--- src/rtl/ffe_sched.sv ---
// rtl/ffe_sched.sv - FFE sample scheduler: sample FIFO, one load strobe per 4-cycle slot,
// shadow/active tap banks with slot-aligned commit. Optional FFE_SCHED_STATS_EN adds stat_underrun.
module ffe_sched #(
  parameter int WIDTH      = 12,
  parameter int FIFO_DEPTH = 4
) (
  input  logic                          clk,
  input  logic                          rst,
  input  logic                          in_valid,
  output logic                          in_ready,
  input  logic [WIDTH-1:0]              in_data,
  output logic                          ffe_load_sig,
  output logic [WIDTH-1:0]              ffe_in_data,
  input  logic                          cfg_we,
  input  logic [1:0]                    cfg_addr,
  input  logic [WIDTH-1:0]              cfg_wdata,
  input  logic                          cfg_commit,
  output logic                          cfg_busy,
  output logic [4*WIDTH-1:0]            taps_out,
  output logic [$clog2(FIFO_DEPTH):0]   fifo_level
`ifdef FFE_SCHED_STATS_EN
  ,
  output logic [15:0]                   stat_underrun
`endif
);

  localparam int AW = $clog2(FIFO_DEPTH);
  localparam int LW = AW + 1;
  localparam logic [4*WIDTH-1:0] TAP_RST =
    {WIDTH'(-10), WIDTH'(10), WIDTH'(-16), WIDTH'(32)};

  typedef enum logic {IDLE, RUN} state_t;

  state_t           state_q, state_d;
  logic [1:0]       phase_q, phase_d;
  logic [WIDTH-1:0] mem [FIFO_DEPTH];
  logic [AW-1:0]    wr_ptr, rd_ptr;
  logic [4*WIDTH-1:0] shadow;

  logic full, empty, push, pop, boundary, underrun;

  assign full     = (fifo_level == LW'(FIFO_DEPTH));
  assign empty    = (fifo_level == '0);
  assign in_ready = !full && !rst;
  assign push     = in_valid && in_ready;
  // A slot boundary is any idle edge or the wrap of the running phase.
  assign boundary = (state_q == IDLE) || (phase_q == 2'd0);
  assign pop      = boundary && !empty;
  assign underrun = (state_q == RUN) && (phase_q == 2'd0) && empty;

  always_comb begin
    state_d = state_q;
    phase_d = phase_q;
    case (state_q)
      IDLE: begin
        phase_d = 2'd0;
        if (pop) begin
          state_d = RUN;
          phase_d = 2'd1;
        end
      end
      RUN: begin
        phase_d = phase_q + 2'd1;
        if (underrun) begin
          state_d = IDLE;
          phase_d = 2'd0;
        end
      end
      default: begin
        state_d = IDLE;
        phase_d = 2'd0;
      end
    endcase
  end

  always_ff @(posedge clk) begin
    if (push) mem[wr_ptr] <= in_data;
  end

  always_ff @(posedge clk) begin
    if (rst) begin
      state_q      <= IDLE;
      phase_q      <= 2'd0;
      wr_ptr       <= '0;
      rd_ptr       <= '0;
      fifo_level   <= '0;
      ffe_load_sig <= 1'b0;
      ffe_in_data  <= '0;
    end else begin
      state_q      <= state_d;
      phase_q      <= phase_d;
      ffe_load_sig <= pop;
      if (pop) begin
        ffe_in_data <= mem[rd_ptr];
        rd_ptr      <= rd_ptr + AW'(1);
      end
      if (push) wr_ptr <= wr_ptr + AW'(1);
      case ({push, pop})
        2'b10:   fifo_level <= fifo_level + LW'(1);
        2'b01:   fifo_level <= fifo_level - LW'(1);
        default: fifo_level <= fifo_level;
      endcase
    end
  end

  always_ff @(posedge clk) begin
    if (rst) begin
      shadow   <= TAP_RST;
      taps_out <= TAP_RST;
      cfg_busy <= 1'b0;
    end else begin
      // Shadow is frozen while a commit waits so the committed set stays coherent.
      if (cfg_we && !cfg_busy) begin
        for (int i = 0; i < 4; i++) begin
          if (cfg_addr == 2'(i)) shadow[i*WIDTH +: WIDTH] <= cfg_wdata;
        end
      end
      if (cfg_busy && boundary) begin
        taps_out <= shadow;
        cfg_busy <= 1'b0;
      end else if (cfg_commit && !cfg_busy) begin
        cfg_busy <= 1'b1;
      end
    end
  end

`ifdef FFE_SCHED_STATS_EN
  always_ff @(posedge clk) begin
    if (rst) begin
      stat_underrun <= '0;
    end else if (underrun && stat_underrun != 16'hFFFF) begin
      stat_underrun <= stat_underrun + 16'd1;
    end
  end
`endif

endmodule

--- config.mk ---
export PLATFORM = sky130hd
export DESIGN_NAME = ffe_sched
export DESIGN_NICKNAME = d
export VERILOG_FILES = /design/src/rtl/ffe_sched.sv
export SDC_FILE = /design/constraint.sdc
export NUM_CORES = 1
export LEC_CHECK = 0
export CORE_MARGIN = 10
export CORE_UTILIZATION = 38
export DETAILED_ROUTE_END_ITERATION = 12
export GPL_TIMING_DRIVEN = 0
export PLACE_DENSITY = 0.6
export SLEW_MARGIN = 20
export SYNTH_ARGS = -nofsm -noshare
export SYNTH_HDL_FRONTEND = slang
export SYNTH_SLANG_ARGS = --single-unit
export TNS_END_PERCENT = 20
--- constraint.sdc ---
create_clock -name clk -period 3 [get_ports clk]
set_input_delay 0.3 -clock clk [delete_from_list [all_inputs] [get_ports clk]]
set_output_delay 0.3 -clock clk [all_outputs]
set_load 0.02 [all_outputs]
==> impl_metrics.env <==
export IMPL_coreArea_mm2=0.0160
export IMPL_drt_iter0_drc=372
export IMPL_netlist_area_mm2=0.00623
export IMPL_grt_max_degree=17
export IMPL_yosys_top_cells_area="dfxtp_1 39%, edfxtp_1 23%, nand3_1 5.9%"
export IMPL_root_buffer="clkbuf_16"
export IMPL_drv_slew=0
export IMPL_hold_path_class="flop to flop"
export IMPL_max_clock_freq_mhz=361
export IMPL_vias=4767
export IMPL_drcViolationCount=0
export IMPL_insertion_delay_ps=430
export IMPL_clk_path_buf_depth=2
export IMPL_place_hpwl_mm=12.0
export IMPL_die_h_um=148
export IMPL_r2r_end="fifo_level[2]$_SDFFE_PP0P_"
export IMPL_min_period_over_period_pct=92.3
export IMPL_finalHoldViolations=0
export IMPL_die_area_mm2=0.0219
export IMPL_syn_to_final_growth_pct=29.6
export IMPL_cts_tree="built"
export IMPL_yosys_register_bits=168
export IMPL_leakage_nw=2.85
export IMPL_holdCritStartpoint="phase_q[0]$_SDFF_PP0_"
export IMPL_ant_nets=0
export IMPL_dpl_worst_slack_ps=120
export IMPL_hold_depth=1
export IMPL_antenna_found_initial=0
export IMPL_status="complete, no violations"
export IMPL_worst_r2r_path_depth=11
export IMPL_setup_violations=0
export IMPL_irDropWorstVdd_mv=0.446
export IMPL_timing_hold_ws_ps=448
export IMPL_cpMaxStageDelayCell="nor2b_1"
export IMPL_routed_wl_mm=16.5
export IMPL_final_net_count=730
export IMPL_start_util_pct=38.9
export IMPL_cap_violations=0
export IMPL_critPathBufInv=3
export IMPL_p_per_area_mw_per_mm2=796
export IMPL_fin_skew_ps=12.3
export IMPL_cts_buffers=17
export IMPL_yosys_warnings=0
export IMPL_cp_cell_sequence="inv_1 > ha_1 > nor2b_1 > clkbuf_2 > nor2_1 > ha_1 > inv_1 > fa_1 > xor2_1 > or3_1 > a21oi_1"
export IMPL_chipWidth_um=148
export IMPL_first_pass_iters=5
export IMPL_setup_slack_ps=232
export IMPL_crit_family="simple AND/OR/NAND/NOR gates"
export IMPL_synth_nets=615
export IMPL_drt_vias_per_instance=5.18
export IMPL_layout_commonest_cell="dfxtp_1"
export IMPL_clkTransAtPathRegs_ps=70
export IMPL_critPathArrivalTime_ps=3130
export IMPL_layout_min_cycle_time_ps=2770
export IMPL_critPathKind="flop to flop"
export IMPL_grt_usage_pct=15.0
export IMPL_critPathMaxStageDelay_ps=680
export IMPL_grt_pass1_wl_mm=25.7
export IMPL_rr_startpoint="phase_q[0]$_SDFF_PP0_"
export IMPL_synth_top_area_share_pct=38.6
export IMPL_ioPinCount=97
export IMPL_postCtsSetupBuffers=0
export IMPL_layout_common_cells="120 x dfxtp_1, 96 x clkdlybuf4s50_1, 83 x nand2_1, 74 x nand3_1, 55 x a21oi_1"
export IMPL_yosysUniqueCellTypes=43
export IMPL_wl_per_cell_um=18.0
export IMPL_relSlewSlack_pct=42.1
export IMPL_cp_required_ps=3360
export IMPL_htreeDepth=4
export IMPL_path_max_fanout=10
export IMPL_endpoint_kind="flop"
export IMPL_rows=46
export IMPL_syn_inst=577
export IMPL_yosysTopAreaCell="dfxtp_1"
export IMPL_numPortBuffers=96
export IMPL_grt_pass1_vias=4704
export IMPL_hold_end="phase_q[0]$_SDFF_PP0_"
export IMPL_rsz0062_at_grt="false"
export IMPL_cp_start_kind="flop"
export IMPL_worst_slew_pin_slew_ps=867
export IMPL_ys_seq_area_share_pct=61.7
export IMPL_syn_area_per_cell_um2=10.8
export IMPL_grt_ovfl_total=0
export IMPL_final_layout_size_suffix_gt1_share_pct=9.22
export IMPL_reg2reg_setup_slack_ps=230
export IMPL_tns_ps=0
export IMPL_cts_sinks=168
export IMPL_nFillCells=1489
export IMPL_diodes=0
export IMPL_place_gp_congestion=0.803
-- synth_stat cells --
master and count:
dfxtp_1 120, nand2_1 83, nand3_1 74, a21oi_1 55, o21ai_0 50, edfxtp_1 48, clkbuf_1 26, inv_1 14
a22o_1 12, mux4_2 12, nor2_1 11, mux2i_1 9, o211ai_1 8, buf_1 6, ha_1 6, buf_2 5
and2_1 4, buf_4 4, buf_6 3, or3_1 3, xor2_1 2, a211oi_1 1, a21boi_0 1, a311oi_1 1
a31o_2 1, and4b_1 1, and4bb_1 1, and4bb_2 1, clkbuf_2 1, clkinv_1 1, fa_1 1, mux2_2 1
nand2b_1 1, nand4b_1 1, nand4bb_1 1, nor2b_1 1, nor3_1 1, nor3_2 1, nor3b_1 1, nor3b_2 1
nor4b_2 1, o211a_1 1, or4b_4 1
-- cell type report --
type	count	area [um2]	share of cell area (%)
Sequential cell	168	3840	47.6
Multi-Input combinational cell	349	2120	26.2
Timing Repair Buffer	96	961	11.9
Clock buffer	17	425	5.27
Tap cell	216	270	3.35
Buffer	45	215	2.66
Clock inverter	15	189	2.34
Inverter	15	56.3	0.697
-- metrics by stage --
stage	util (%)	std cells	total power (W)	area (um2)
2_1_floorplan	-	577	0.00363	6230
3_3_place_gp	46.6	889	0.00418	7460
3_5_place_dp	46.6	889	0.00422	7460
4_1_cts	50.5	921	0.00649	8080
5_1_grt	50.5	921	0.00673	8080
6_report	50.5	921	0.00643	8080
-- what timing repair did --
item,4_1_cts,5_1_grt
setup endpoints to repair,0,1
resized for setup,0,1
hold buffers,0,0
-- worst max-delay path by stage --
stage | start | end | slack (ps) | cells after the start
4_1_cts | rst | in_ready | 110 | 5
3_5_place_dp | rst | in_ready | 120 | 5
2_1_floorplan | fifo_level[2]$_SDFFE_PP0P_ | fifo_level[2]$_SDFFE_PP0P_ | 800 | 9
6_report | phase_q[0]$_SDFF_PP0_ | fifo_level[2]$_SDFFE_PP0P_ | 230 | 11
5_1_grt | phase_q[0]$_SDFF_PP0_ | fifo_level[2]$_SDFFE_PP0P_ | 60 | 11
3_3_place_gp | rst | in_ready | 150 | 5
-- layer usage --
layer	up-vias	global-route usage [%]	wire [um]
met5	-	0	0
met4	0	5.45	236
met3	19	4.06	803
met2	97	24.8	8160
met1	2366	18.5	7330
li1	2285	-	-
-- state kept, by name (all words and copies together), names as in the netlist --
register      count
mem              48
shadow           48
taps_out         48
ffe_in_data      12
fifo_level        3
phase_q           2
rd_ptr            2
wr_ptr            2
cfg_busy          1
ffe_load_sig      1
state_q           1
-- power breakdown --
group	switching, W	total [W]	internal [W]
Combinational	0.000809	0.00146	0.000652
Clock	0.000942	0.00227	0.00133
Sequential	0.000137	0.00270	0.00256
-- worst reg2reg max path: stages, from the launching register on --
cell,delay (ps)
dfxtp_1,330
inv_1,50
ha_1,210
nor2b_1,680
clkbuf_2,340
nor2_1,90
ha_1,230
inv_1,70
fa_1,180
xor2_1,80
or3_1,310
a21oi_1,140
-- logic make-up (layout without fill, tap and decap cells) --
group	Yosys count	in the layout	synth area share, %
xor gates and xnor gates	2	2	0.281
adders and majority gates	7	7	1.53
and+or+nand+nor	188	188	14.4
DFF	168	168	61.7
muxes	22	22	5.97
AOI/OAI and AO/OA	130	130	11.8
buffers and inverters	60	188	4.34
Power figures use the tool's default switching activity.
